[src/rtl/branch_resolve_unit.sv]
// Branch resolve unit: tracks five in-flight conditional branches by one-hot
// speculative tag and resolves them against the execute-stage outcome.
`ifndef GSH_BHR_WIDTH
`define GSH_BHR_WIDTH 8
`endif

module branch_resolve_unit #(
    parameter int BHRW = `GSH_BHR_WIDTH
) (
    input  logic            i_clk,
    input  logic            i_resetn,
    input  logic            alloc_req,
    input  logic [31:0]     alloc_pc,
    input  logic            alloc_pred_cond,
    input  logic [31:0]     alloc_pred_target,
    input  logic [BHRW-1:0] alloc_bhr,
    output logic            alloc_ready,
    output logic [4:0]      alloc_tag,
    output logic [4:0]      spectagnow,
    input  logic            res_valid,
    input  logic [4:0]      res_tag,
    input  logic            res_taken,
    input  logic [31:0]     res_target,
    output logic            predict_hit,
    output logic            predict_miss,
    output logic [4:0]      predict_tag,
    output logic [31:0]     redirect_pc,
    output logic            btbpht_we,
    output logic [31:0]     btbpht_pc,
    output logic [31:0]     btb_jmpdst,
    output logic            pht_wcond,
    output logic [BHRW-1:0] pht_bhr,
    output logic [4:0]      mpft_valid
);
    localparam int N = 5;

    logic [4:0]      r_valid;
    logic [4:0]      r_older [N];
    logic [31:0]     r_pc    [N];
    logic [31:0]     r_ptgt  [N];
    logic [BHRW-1:0] r_bhr   [N];
    logic [4:0]      r_pcond;

    logic [4:0]      w_free;
    logic [4:0]      w_sel;
    logic            w_onehot;
    logic [2:0]      w_idx;
    logic            w_accept;
    logic            w_miss;
    logic [4:0]      w_kill;
    logic [4:0]      w_clear;
    logic            w_alloc;

    assign w_free   = ~r_valid;
    assign w_sel    = w_free & (~w_free + 5'd1);
    assign w_onehot = (res_tag != 5'd0) && ((res_tag & (res_tag - 5'd1)) == 5'd0);
    assign w_accept = res_valid & w_onehot & (|(res_tag & r_valid));
    assign w_miss   = w_accept & ((res_taken != r_pcond[w_idx]) |
                      (res_taken & (res_target != r_ptgt[w_idx])));

    always_comb begin
        w_idx = 3'd0;
        for (int i = 0; i < N; i++)
            if (res_tag[i]) w_idx = 3'(i);
    end

    // younger branches carry the resolving tag in their older mask
    always_comb begin
        w_kill = res_tag;
        for (int j = 0; j < N; j++)
            if ((r_older[j] & res_tag) != 5'd0) w_kill[j] = 1'b1;
    end

    assign w_clear     = w_miss ? w_kill : (w_accept ? res_tag : 5'd0);
    assign alloc_ready = (|w_free) & ~w_miss;
    assign alloc_tag   = w_sel;
    assign spectagnow  = w_sel;
    assign w_alloc     = alloc_req & alloc_ready;
    assign mpft_valid  = r_valid;

    always_ff @(posedge i_clk or negedge i_resetn) begin
        if (!i_resetn) begin
            r_valid <= '0;
            r_pcond <= '0;
            for (int i = 0; i < N; i++) begin
                r_older[i] <= '0;
                r_pc[i]    <= '0;
                r_ptgt[i]  <= '0;
                r_bhr[i]   <= '0;
            end
        end else begin
            for (int i = 0; i < N; i++) begin
                if (w_alloc && w_sel[i]) begin
                    r_valid[i] <= 1'b1;
                    r_older[i] <= r_valid & ~w_clear;
                    r_pc[i]    <= alloc_pc;
                    r_pcond[i] <= alloc_pred_cond;
                    r_ptgt[i]  <= alloc_pred_target;
                    r_bhr[i]   <= alloc_bhr;
                end else begin
                    r_valid[i] <= r_valid[i] & ~w_clear[i];
                    r_older[i] <= r_older[i] & ~w_clear;
                end
            end
        end
    end

    always_ff @(posedge i_clk or negedge i_resetn) begin
        if (!i_resetn) begin
            predict_hit  <= 1'b0;
            predict_miss <= 1'b0;
            predict_tag  <= '0;
            redirect_pc  <= '0;
            btbpht_we    <= 1'b0;
            btbpht_pc    <= '0;
            btb_jmpdst   <= '0;
            pht_wcond    <= 1'b0;
            pht_bhr      <= '0;
        end else begin
            predict_hit  <= w_accept & ~w_miss;
            predict_miss <= w_miss;
            predict_tag  <= w_accept ? res_tag : 5'd0;
            redirect_pc  <= w_miss ? (res_taken ? res_target
                                     : r_pc[w_idx] + 32'd4) : 32'd0;
            btbpht_we    <= w_accept;
            btbpht_pc    <= w_accept ? r_pc[w_idx] : 32'd0;
            btb_jmpdst   <= w_accept ? res_target : 32'd0;
            pht_wcond    <= w_accept & res_taken;
            pht_bhr      <= w_accept ? r_bhr[w_idx] : '0;
        end
    end
endmodule

[config.mk]
export PLATFORM = sky130hd
export DESIGN_NAME = branch_resolve_unit
export DESIGN_NICKNAME = d
export VERILOG_FILES = /design/src/rtl/branch_resolve_unit.sv
export SDC_FILE = /design/constraint.sdc
export NUM_CORES = 1
export LEC_CHECK = 0
export CAP_MARGIN = 20
export CORE_ASPECT_RATIO = 0.8
export CORE_UTILIZATION = 42
export CTS_CLUSTER_SIZE = 24
export DETAILED_ROUTE_END_ITERATION = 8
export HOLD_SLACK_MARGIN = 0.05
export SYNTH_ARGS = -nofsm -noshare
export SYNTH_HDL_FRONTEND = slang
export SYNTH_SLANG_ARGS = --single-unit
[constraint.sdc]
create_clock -name i_clk -period 4.9 [get_ports i_clk]
set_input_delay 0.98 -clock i_clk [delete_from_list [all_inputs] [get_ports i_clk]]
set_output_delay 0.98 -clock i_clk [all_outputs]
set_load 0.005 [all_outputs]
==> results of run 1 <==
through the flow:
stage	utilization (%)	hold slack, ps	instances	instance area, um^2
floorplan	-	442.7	1881	23210
global placement	50.25	459.3	2855	27240
detailed placement	50.25	465.2	2855	27240
CTS	53.60	386.4	2946	29050
global route	53.60	402.1	2947	29050
finish	53.61	385.9	2948	29060
layer usage:
metal,vias up,share of wire (%)
li1,7432,-
met1,8662,45
met2,592,45
met3,135,7.3
met4,8,2.8
met5,-,0.066
logic make-up (layout without fill, tap and decap cells):
| group | count (synthesis) | after routing | share of synthesized area (%) |
|---|---|---|---|
| DFF | 505 | 505 | 54.44 |
| muxes | 441 | 441 | 21.10 |
| and+or+nand+nor | 407 | 407 | 8.765 |
| AOI/OAI and AO/OA | 313 | 313 | 9.676 |
| buffers and inverters | 160 | 523 | 3.919 |
| xor gates and xnor gates | 54 | 54 | 2.038 |
| adders and majority gates | 1 | 1 | 0.05390 |
| other | 0 | 2 | 0 |
flip-flops by register name, indices dropped and copies added (netlist names):
| register | cells |
|---|---|
| mpft_valid | 5 |
| r_ptgt | 160 |
| pht_wcond | 1 |
| predict_hit | 1 |
| predict_tag | 5 |
| predict_miss | 1 |
| r_pc | 160 |
| redirect_pc | 32 |
| btb_jmpdst | 32 |
| r_older | 22 |
| btbpht_we | 1 |
| r_bhr | 40 |
| btbpht_pc | 32 |
| pht_bhr | 8 |
| r_pcond | 5 |
what timing repair did:
item | 4_1_cts | 5_1_grt
hold endpoints to repair | 0 | 0
gates resized for setup | 18 | 0
setup endpoints to repair | 1 | 0
worst max-delay path, delay by kind of cell:
kind | cells | cell delay, ps
AO/OA/AOI/OAI | 3 | 640
buffers and inverters | 4 | 1080
AND/OR/NAND/NOR | 4 | 1060
power breakdown:
part / total, W / leakage, nW / switching [W] / internal (W)
sequential: 0.00681 / 6.25 / 0.000965 / 0.00584
clock: 0.00407 / 0.858 / 0.00168 / 0.00239
combinational: 0.00474 / 5.32 / 0.00212 / 0.00263
total: 0.0156 / 12.4 / 0.00477 / 0.0109
cells in the mapped netlist, types with 8 or more instances:
cell type,instances,area [um^2]
o31ai_1,8,60.06
o21ai_0,38,190.2
nor3_1,12,60.06
a211oi_1,40,300.3
dfrtp_1,505,12640
mux2_2,340,3829
clkbuf_1,39,146.4
buf_6,25,281.5
a22oi_1,25,187.7
buf_4,22,165.2
nor2_1,108,405.4
inv_1,30,112.6
nor2b_1,35,219.0
o31a_1,14,122.6
and2_1,27,168.9
o22ai_1,40,250.2
nand3_1,21,105.1
nor4_1,10,62.56
a21oi_1,37,185.2
mux2i_1,63,630.6
o211ai_1,21,157.7
nand2_1,123,461.7
buf_1,13,48.80
nand2b_1,18,112.6
xor2_1,23,201.4
buf_2,31,155.2
xnor2_1,31,271.5
mux2_1,37,416.7
worst max path at each step:
stage              startpoint          end  slack (ps)
4_1_cts         res_target[0]  alloc_ready         220
6_report       res_target[12]  alloc_ready         160
3_3_place_gp    res_target[1]  alloc_ready        -380
2_1_floorplan      res_tag[3]  alloc_ready         410
5_1_grt        res_target[21]  alloc_ready          30
3_5_place_dp    res_target[1]  alloc_ready        -260
cell type report:
type / instances / area (um^2)
Timing Repair Buffer: 402 / 3911
Multi-Input combinational cell: 1216 / 9763
Antenna cell: 2 / 5.005
Inverter: 30 / 112.6
Sequential cell: 505 / 12640
Clock inverter: 15 / 203.9
Clock buffer: 76 / 1544
Fill cell: 4617 / 25150
Tap cell: 702 / 878.3
==> summary by stage, run 1 <==
Die
The overall die height is 212.3 um. The die covers 56210 um^2. The top-level port count is 244. The initialized floorplan defines 76 standard-cell rows.

The total area inside the core boundary comes to 54200 um^2. In this run the horizontal extent of the chip is 264.8 um. The initial standard-cell utilization of the core is 42.82%.

Critical path
The kind of start point of the critical path is an input pin. The required time of the critical path is 3920 ps. The biggest fanout along the worst timing path is 2. The critical path capture point type is a primary output. The highest-delay cell along the critical path is clkdlybuf4s50_1. In this design, the critical path's most frequently occurring cell is inv_1.

The delay of the slowest cell on the worst path is 560 ps. For flop-to-flop paths, the worst setup slack is 1400 ps. The worst register-to-register path begins at r_ptgt[98]. Walking the worst path, the cells encountered are clkdlybuf4s50_1 -> inv_1 -> a221oi_2 -> a22oi_1 -> or4_4 -> nor4_4 -> nand2_2 -> nand2_1 -> inv_1 -> a31oi_1 -> dlygate4sd2_1. The data arrival at the endpoint of the critical path is 3760 ps. The depth of the most critical reg-to-reg path is 11. The endpoint of the worst register-to-register path is r_ptgt[85].

The type of the worst setup path is input pin to primary output.

Clocking
For this design, the CTS-stage hold fixing added 0 buffers. Buffers inserted during clock tree synthesis total 52. The CTS tree is yes. The maximum level of the CTS H-tree is 2.

In this run the deepest clock path goes through 3 buffers. The clock network latency to the later pin of the worst-skew pair is 610 ps. Clock-pin slew was measured on the worst setup and hold paths at 60 ps. The number of clock sinks seen by CTS is 505. Once the clock tree was built, the setup fixing pass inserted 0 buffers. The cell sitting at the root of the clock tree is a clkbuf_16.

Global route
The number of global-route vias before repair is 17197. The leftover overflow at the end of global routing is 0. Entering global routing, the biggest net connects 117 pins. Global routing consumed, on the met1 layer, 36.82% of the routing resources. The met3 demand-to-capacity share in global routing is 5.884%. The total global routing track utilization is 26.16%.

The number of antenna violations at the first check in global routing is 7. For this run, global-route usage on met2 was measured as 40.11%. In this run the most used layer during global routing was met2. The wire length of the first global-routing pass is 109900 um.

Outcome
The flow ran to the end, and the final reports show no timing, DRC or antenna violations.

Detailed routing
In this run the remaining antenna-violating nets after routing total 0. The number of violations reported at the end of detailed-routing iteration 0 is 1416. The mean routed wirelength per cell is 24.61 um.

The number of vias in the routed layout is 16829. The total iterations of the first detailed-routing run is 7. Using the TritonRoute via totals, the vias-per-cell ratio works out to 5.709. After detailed routing, the total wire length is 72550 um. The remaining routing DRC violations is 0.

Power and ir drop
For this design the static power due to leakage is 12.43 nW. The maximum resistive drop on vdd is 0.2615 mV. The areal power density over the cells is 537.7 nW/um^2. The power consumption is 0.01562 W.

Logic synthesis
Yosys mapped the design onto 79 distinct sky130hd cell types. The number of storage elements in the synthesis netlist is 505. Averaged over all synthesized cells, the footprint is 12.34 um^2. When the netlist entered floorplanning its net count stood at 1997.

Of the synthesized area, sequential elements account for 54.44%. The number of standard cells after synthesis is 1881. The mapped netlist covers 23210 um^2. The number of flops mapped to enable cells by yosys is 0. The warning count from the yosys run is 0. In the synthesized netlist the async set-or-reset flop fraction comes to 100.0%.

The most common flop cell mapped by yosys is dfrtp_1.

Timing
The total count of hold-check failures in the final report was 0. Setup repair after global routing left no endpoint under its margin. The slack of the critical path is 160.0 ps. The number of slew-limit violations in the final report is 0. The slew of the pin with the lowest slew margin is 987.1 ps.

The worst path uses 96.74% of the clock period. The worst clock skew is 23.70 ps. For this run, the top clock speed supported by timing is 211.0 MHz. Subtracting the final worst setup slack from the clock period gives 4740 ps.

Setup violations remaining at the end of the flow were counted as 0. The normalized max-slew margin is 33.50%. Summed over all failing endpoints, the final setup total negative slack is 0 ps.

Placement
At the end of routability-driven placement, the weighted congestion stood at 0.8975. Input and output buffers added on the ports amount to 243. The worst setup slack after placement is -257.9 ps. The HPWL after detailed placement is 50940 um.

Layout
In the final layout, the share of cells above drive strength 1 is 27.63%. The library cells used most frequently in the layout, excluding fill and tap cells, are dfrtp_1 (505), mux2_2 (340), clkdlybuf4s50_1 (236). Compared with the post-synthesis result, the final layout area differs by 25.18%. After the last flow step, the layout net total stands at 2323.

The most common library cell in the layout ignoring fill and taps is dfrtp_1.

Hold path
In this run the worst hold path is classified as input pin to async pin.

Job
Across the run, the number of max-cap violations was 0.
Note: power is estimated with default switching activity, not from simulation.
==> run 2: changes to the inputs <==
--- a/config.mk
+++ b/config.mk
@@ -10,6 +10,7 @@
 export CORE_UTILIZATION = 42
 export CTS_CLUSTER_SIZE = 24
 export DETAILED_ROUTE_END_ITERATION = 8
+export GPL_ROUTABILITY_DRIVEN = 0
 export HOLD_SLACK_MARGIN = 0.05
 export SYNTH_ARGS = -nofsm -noshare
 export SYNTH_HDL_FRONTEND = slang
==> summary by stage, run 2 (synthesis gave the netlist of run 1 again) <==
Critical path
The biggest fanout along the worst timing path is 3 (+1). The worst setup path is captured at a primary output. The data arrival at the endpoint of the critical path is 3810 ps (+50 ps).

The endpoint of the worst register-to-register path is r_bhr[25]. The depth of the most critical reg-to-reg path is 13 (+2). The worst setup path is launched from an input pin. The launching point of the worst reg2reg path is r_ptgt[100]. The critical path in this run is classified as input pin to primary output. The required time of the critical path was 3920 ps (about the same). The register-to-register path setup slack is 1210 ps (-190 ps).

Outcome
The run finished with clean final reports.

Placement
The HPWL after detailed placement is 50910 um (about the same). The placed instance count came to 2849 (-0.21%). The total of buffers placed on input and output ports is 243 (unchanged).

The worst setup slack after placement is -345.2 ps (-87.35 ps). The cell area after placement is 27260 um^2 (about the same).

Detailed routing
The total wire length after detailed routing is 72360 um (-0.26%). The number of violations reported at the end of detailed-routing iteration 0 came to 1458 (+3.0%). The number of vias in the routed layout was 16878 (+0.29%). The remaining routing DRC violations is 0 (unchanged).

The mean routed wirelength per cell is 24.58 um (-0.12%). The total iterations of the first detailed-routing run is 5 (-2). The remaining number of nets flagged by the antenna check after routing is 0 (unchanged).

The vias per cell is 5.733 (+0.43%).

Die
The top-level port count was 244 (unchanged). The placeable core area is 54200 um^2 (unchanged). The site row count came to 76 (unchanged). The overall die height came to 212.3 um (unchanged). The die width is 264.8 um (unchanged). The initial standard-cell utilization of the core came to 42.82% (unchanged).

The die area is 56210 um^2 (unchanged).

Hold path
The path type of the worst min-delay path is input pin to async pin.

Layout
The count of filler cells inserted in the layout was 4614 (-0.065%). The area of the multi-input gates is 9757 um^2 (about the same). The finished layout cell area came to 29070 um^2 (about the same).

The layout net count was 2318 (-0.22%). The sequential cell area is 12640 um^2 (unchanged). In the layout the commonest cells are dfrtp_1 (505), mux2_2 (340), clkdlybuf4s50_1 (237). The layout cell share with drive strength beyond 1 was 27.63% (about the same). The largest registers in the layout are r_pc: 160 flops, r_ptgt: 160 flops, r_bhr: 40 flops. The area added between synthesis and finish is 25.24% (about the same). The most common library cell in the layout ignoring fill and taps is dfrtp_1. The post-route non-filler standard cell count is 2944 (-0.14%).

The post-route core utilization is 53.63% (about the same).

Timing
The number of slew-limit violations in the final report came to 0 (unchanged). The total count of hold-check failures in the final report is 0 (unchanged). The slew of the pin with the lowest slew margin is 1129 ps (+141.9 ps).

The final critical path time including I/O delays and setup came to 4788 ps (+47.74 ps). The share of the clock period used by the worst path came to 97.71% (+0.97 points). The worst clock skew is 15.58 ps (-8.113 ps). The number of failing setup endpoints in the final timing report is 0 (unchanged). The highest clock rate is 208.9 MHz (-1.0%). The setup total negative slack is 0 ps (unchanged).

Setup repair after global routing left no endpoint under its margin. The slack of the critical path came to 112.2 ps (-47.74 ps). The normalized max-slew margin was 23.94% (-9.6 points).

Clocking
The maximum level of the CTS H-tree is 2 (unchanged). The CTS buffer count is 52 (unchanged). The clock input transition at the sequential cells of the worst setup and hold paths is 60 ps (about the same). The clock network latency to the later pin of the worst-skew pair was 610 ps (about the same). The maximum number of buffers from clock root to sink is 3 (unchanged). The number of clock sinks seen by CTS is 505 (unchanged).

In this run the clock root is driven by a clkbuf_16. The CTS tree is yes.

Global route
The leftover overflow at the end of global routing came to 0 (unchanged). The wire length of the first global-routing pass came to 110000 um (about the same). The maximum number of pins on one net before global-route repair was 95 (-19%).

The number of global-route vias before repair came to 17299 (+0.59%). The number of antenna violations at the first check in global routing was 8 (+1). The total global routing track utilization was 25.91% (-0.26 points).

Power and ir drop
The maximum resistive drop on vdd was 0.2515 mV (-3.8%). The areal power density over the cells is 538.3 nW/um^2 (+0.11%). The leakage power total is 12.42 nW (about the same).

Job
The number of max-capacitance violations reported is 0 (unchanged).
-- run 2: changes by cell type in the layout (fill, tap and decap cells not counted), sizes merged --
cell / change
clkbuf: +1
clkinvlp: -1
inv: +1
buf: -5
clkdlybuf4s50: +1
dlygate4sd2: -1
-- run 2: critical path, cell delays in order --
cell             delay, ps
clkdlybuf4s50_1        470
xor2_1                 190
nor4_1                 310
o22ai_1                120
a2111oi_0              380
buf_4                  190
and4_1                 190
o2111a_1               220
nand2_2                120
nand2_1                120
inv_1                  100
a31oi_1                150
dlygate4sd2_1          250
-- run 2: how the worst max path moves through the flow --
stage | startpoint | endpoint | slack [ps]
finish | res_target[21] | alloc_ready | 110
detailed placement | res_target[1] | alloc_ready | -350
global placement | res_target[1] | alloc_ready | -380
floorplan | res_tag[3] | alloc_ready | 410
CTS | res_target[0] | alloc_ready | 150
global route | res_tag[3] | alloc_ready | 3
-- run 2: per-stage QoR --
step	total power [W]	hold WS (ps)
floorplan	0.009785	442.7
global placement	0.01134	457.6
detailed placement	0.01156	464.2
CTS	0.01570	418.5
global route	0.01646	408.9
finish	0.01565	380.1
-- run 2: final cells by class --
class / instances / share of cell area, %
sequential: 505 / 43.47
tap: 702 / 3.022
inverter: 30 / 0.3874
timing repair buffer: 397 / 13.52
antenna: 2 / 0.01722
clock inverter: 15 / 0.6284
multi-input combinational: 1216 / 33.56
clock buffer: 77 / 5.389
-- run 2: power breakdown --
group          total [W]  switching (W)  internal, W  leakage [nW]
Combinational    0.00475        0.00210      0.00264          5.30
Clock            0.00409        0.00168      0.00241         0.872
Sequential       0.00681       0.000970      0.00584          6.25
Total             0.0156        0.00476       0.0109          12.4
-- run 2: per-layer routing --
metal	GRT usage [%]	part of all wire (%)	vias to the layer above
li1	-	-	7403
met5	0	0.057	-
met4	6.558	2.2	8
met1	36.62	45	8792
met3	5.142	6.6	111
met2	40.84	46	564
-- run 2: repair_timing --
item                       in CTS  in global routing
cloned                          0                  0
setup buffers                   1                  0
resized for setup               4                  9
setup endpoints to repair       1                  1
pin swaps                       1                  4
hold buffers                    0                  0
==> run 3: changes to the inputs <==
--- a/config.mk
+++ b/config.mk
@@ -5,13 +5,14 @@
 export SDC_FILE = /design/constraint.sdc
 export NUM_CORES = 1
 export LEC_CHECK = 0
-export CAP_MARGIN = 20
+export CAP_MARGIN = 0
 export CORE_ASPECT_RATIO = 0.8
 export CORE_UTILIZATION = 42
 export CTS_CLUSTER_SIZE = 24
 export DETAILED_ROUTE_END_ITERATION = 8
 export GPL_ROUTABILITY_DRIVEN = 0
 export HOLD_SLACK_MARGIN = 0.05
+export RECOVER_POWER = 100
 export SYNTH_ARGS = -nofsm -noshare
 export SYNTH_HDL_FRONTEND = slang
 export SYNTH_SLANG_ARGS = --single-unit
==> summary by stage, run 3 (synthesis gave the netlist of run 1 again) <==
Clocking
The root buffer cell is clkbuf_16. The maximum level of the CTS H-tree is 2 (unchanged). The maximum number of buffers from clock root to sink is 3 (unchanged). TritonCTS built the clock tree. The number of clock sinks seen by CTS was 505 (unchanged). The CTS buffer count was 52 (unchanged). The clock network latency to the later pin of the worst-skew pair was 610 ps (about the same). The clock input transition at the sequential cells of the worst setup and hold paths was 60 ps (about the same).

Timing
The number of failing setup endpoints in the final timing report is 0 (unchanged). The share of the clock period used by the worst path is 97.58% (-0.13 points). The normalized max-slew margin is -59.49% (-83 points). The final critical path time including I/O delays and setup is 4782 ps (-6.225 ps). The total count of hold-check failures in the final report is 0 (unchanged). The highest clock rate is 209.1 MHz (+0.13%).

The worst clock skew is 16.40 ps (+0.8183 ps). The number of slew-limit violations in the final report is 319 (+319). Setup repair after global routing left no endpoint under its margin. The slew of the pin with the lowest slew margin is 2392 ps (+1263 ps). The setup total negative slack is 0 ps (unchanged).

Layout
The post-route core utilization is 52.86% (-0.77 points). The area of the multi-input gates is 9676 um^2 (-0.83%). The top cell types in the final layout, fill and taps aside, are dfrtp_1 (505), mux2_2 (340), dlygate4sd3_1 (128). In the final layout, the registers with the most flip-flops are r_pc: 160 flops, r_ptgt: 160 flops, r_bhr: 40 flops. The finished layout cell area is 28650 um^2 (-1.4%).

The layout cell share with drive strength beyond 1 is 26.61% (-1.0 points). The layout net count is 2318 (unchanged). Compared with the post-synthesis result, the final layout area differs by 23.43%. The library cell used most frequently in the layout, excluding fill and tap cells, is dfrtp_1.

The count of filler cells inserted in the layout is 4678 (+1.4%). The sequential cell area came to 12640 um^2 (unchanged).

Die
The site row count is 76 (unchanged). The placeable core area is 54200 um^2 (unchanged). The overall die height is 212.3 um (unchanged).

The initial standard-cell utilization of the core came to 42.82% (unchanged). The top-level port count is 244 (unchanged). The die area was 56210 um^2 (unchanged). The die width is 264.8 um (unchanged).

Global route
The wire length of the first global-routing pass is 110000 um (unchanged). The number of global-route vias before repair is 17299 (unchanged). The number of antenna violations at the first check in global routing is 8 (unchanged). The most heavily used metal layer in global routing is met2. The met1 demand-to-capacity share in global routing came to 36.62% (unchanged). The maximum number of pins on one net before global-route repair is 95 (unchanged).

The leftover overflow at the end of global routing came to 0 (unchanged). The met3 demand-to-capacity share in global routing came to 5.142% (unchanged). The total global routing track utilization is 25.91% (unchanged). The routing usage on met2 is 40.84% (unchanged).

Critical path
The required time of the critical path came to 5390 ps (+1470 ps). The biggest fanout along the worst timing path was 17 (+14). The kind of start point of the critical path is an input pin. The type of the worst setup path is input pin to flip-flop. The data arrival at the endpoint of the critical path was 5270 ps (+1460 ps). STA classifies the critical path endpoint as a flip-flop.

Detailed routing
The mean routed wirelength per cell is 24.57 um (about the same). The remaining routing DRC violations is 0 (unchanged). The number of violations reported at the end of detailed-routing iteration 0 was 1431 (-1.9%). The vias per cell was 5.709 (-0.41%).

The total iterations of the first detailed-routing run is 5 (unchanged). The remaining number of nets flagged by the antenna check after routing is 0 (unchanged). The total wire length after detailed routing is 72370 um (about the same). The number of vias in the routed layout came to 16814 (-0.38%).

Placement
The HPWL after detailed placement is 50910 um (unchanged). The cell area after placement is 27260 um^2 (unchanged). The total of buffers placed on input and output ports was 243 (unchanged).

Job
The number of max-capacitance violations reported is 4 (+4).

Power and ir drop
The maximum resistive drop on vdd came to 0.2529 mV (+0.57%). The leakage power total is 12.66 nW (+1.9%). The areal power density over the cells is 540.8 nW/um^2 (+0.46%).

Outcome
The checks that failed: capacitance limit, slew limit. The flow ran to the end, but the final reports show violations.

Hold path
The tightest min-delay check is of the flip-flop to flip-flop type.
-- run 3: cell count changes in the layout (fill, tap and decap cells not counted), moves of 13 or more --
cell,previous run,this run
and2_0,0,13
clkbuf_1,9,23
buf_12,28,9
buf_4,129,115
and2_1,27,14
clkbuf_2,0,17
dlygate4sd3_1,0,128
clkdlybuf4s50_1,237,109
-- run 3: worst max-delay path, cell delays in order --
cell and delay (ps):
clkdlybuf4s50_1 470, xor2_1 190, nor4_1 310, o22ai_1 120, a2111oi_0 360, buf_4 190, and4_1 180, o2111a_1 220
nand2_2 120, clkbuf_4 160, buf_4 190, a21oi_1 210, clkbuf_1 650, clkbuf_4 510, mux2_2 380
-- run 3: report_power, final --
part           leakage (nW)  total (W)  internal [W]  switching, W
registers              6.25    0.00681       0.00584      0.000967
clock network         0.872    0.00410       0.00241       0.00169
logic                  5.54    0.00459       0.00251       0.00208
-- run 3: stage by stage --
| stage | hold slack, ps | power (W) | worst slack [ps] | std cells |
|---|---|---|---|---|
| global placement | 457.6 | 0.01134 | -376.4 | 2849 |
| finish | 475.4 | 0.01549 | 118.4 | 2945 |
| detailed placement | 464.2 | 0.01156 | -345.2 | 2849 |
| global route | 492.8 | 0.01630 | 4.375 | 2942 |
| floorplan | 442.7 | 0.009785 | 413.0 | 1881 |
| CTS | 418.5 | 0.01570 | 150.7 | 2942 |
-- run 3: repair_timing --
item,CTS,global route
buffers inserted,1,0
resized for setup,4,9
setup endpoints to repair,1,1
pin swaps,1,4
hold buffers,0,0
-- run 3: per-layer routing --
layer | share of wire, % | vias up
met5 | 0.057 | -
met4 | 2.2 | 8
met3 | 6.5 | 108
met2 | 46 | 553
met1 | 46 | 8744
li1 | - | 7401
-- run 3: path summary, 6_finish.rpt --
path                       slack (ps)  cells past startpoint            from        endpoint
min in group asynchronous        1060                      1        i_resetn  btb_jmpdst[23]
setup / recovery                  120                     15  res_target[21]      r_ptgt[87]
max in group asynchronous         840                      2        i_resetn      r_ptgt[35]
hold / removal                    480                      2        r_bhr[3]      pht_bhr[3]
setup reg to reg                  490                     13     r_ptgt[100]      r_ptgt[87]
hold reg to reg                   480                      2        r_bhr[3]      pht_bhr[3]
-- run 3: final cells by class --
type	count	share of cell area (%)
antenna	3	0.02620
clock buffer	77	5.468
clock inverter	15	0.6376
inverter	30	0.3930
multi-input combinational	1216	33.77
sequential	505	44.11
tap	702	3.066
timing repair buffer	397	12.53
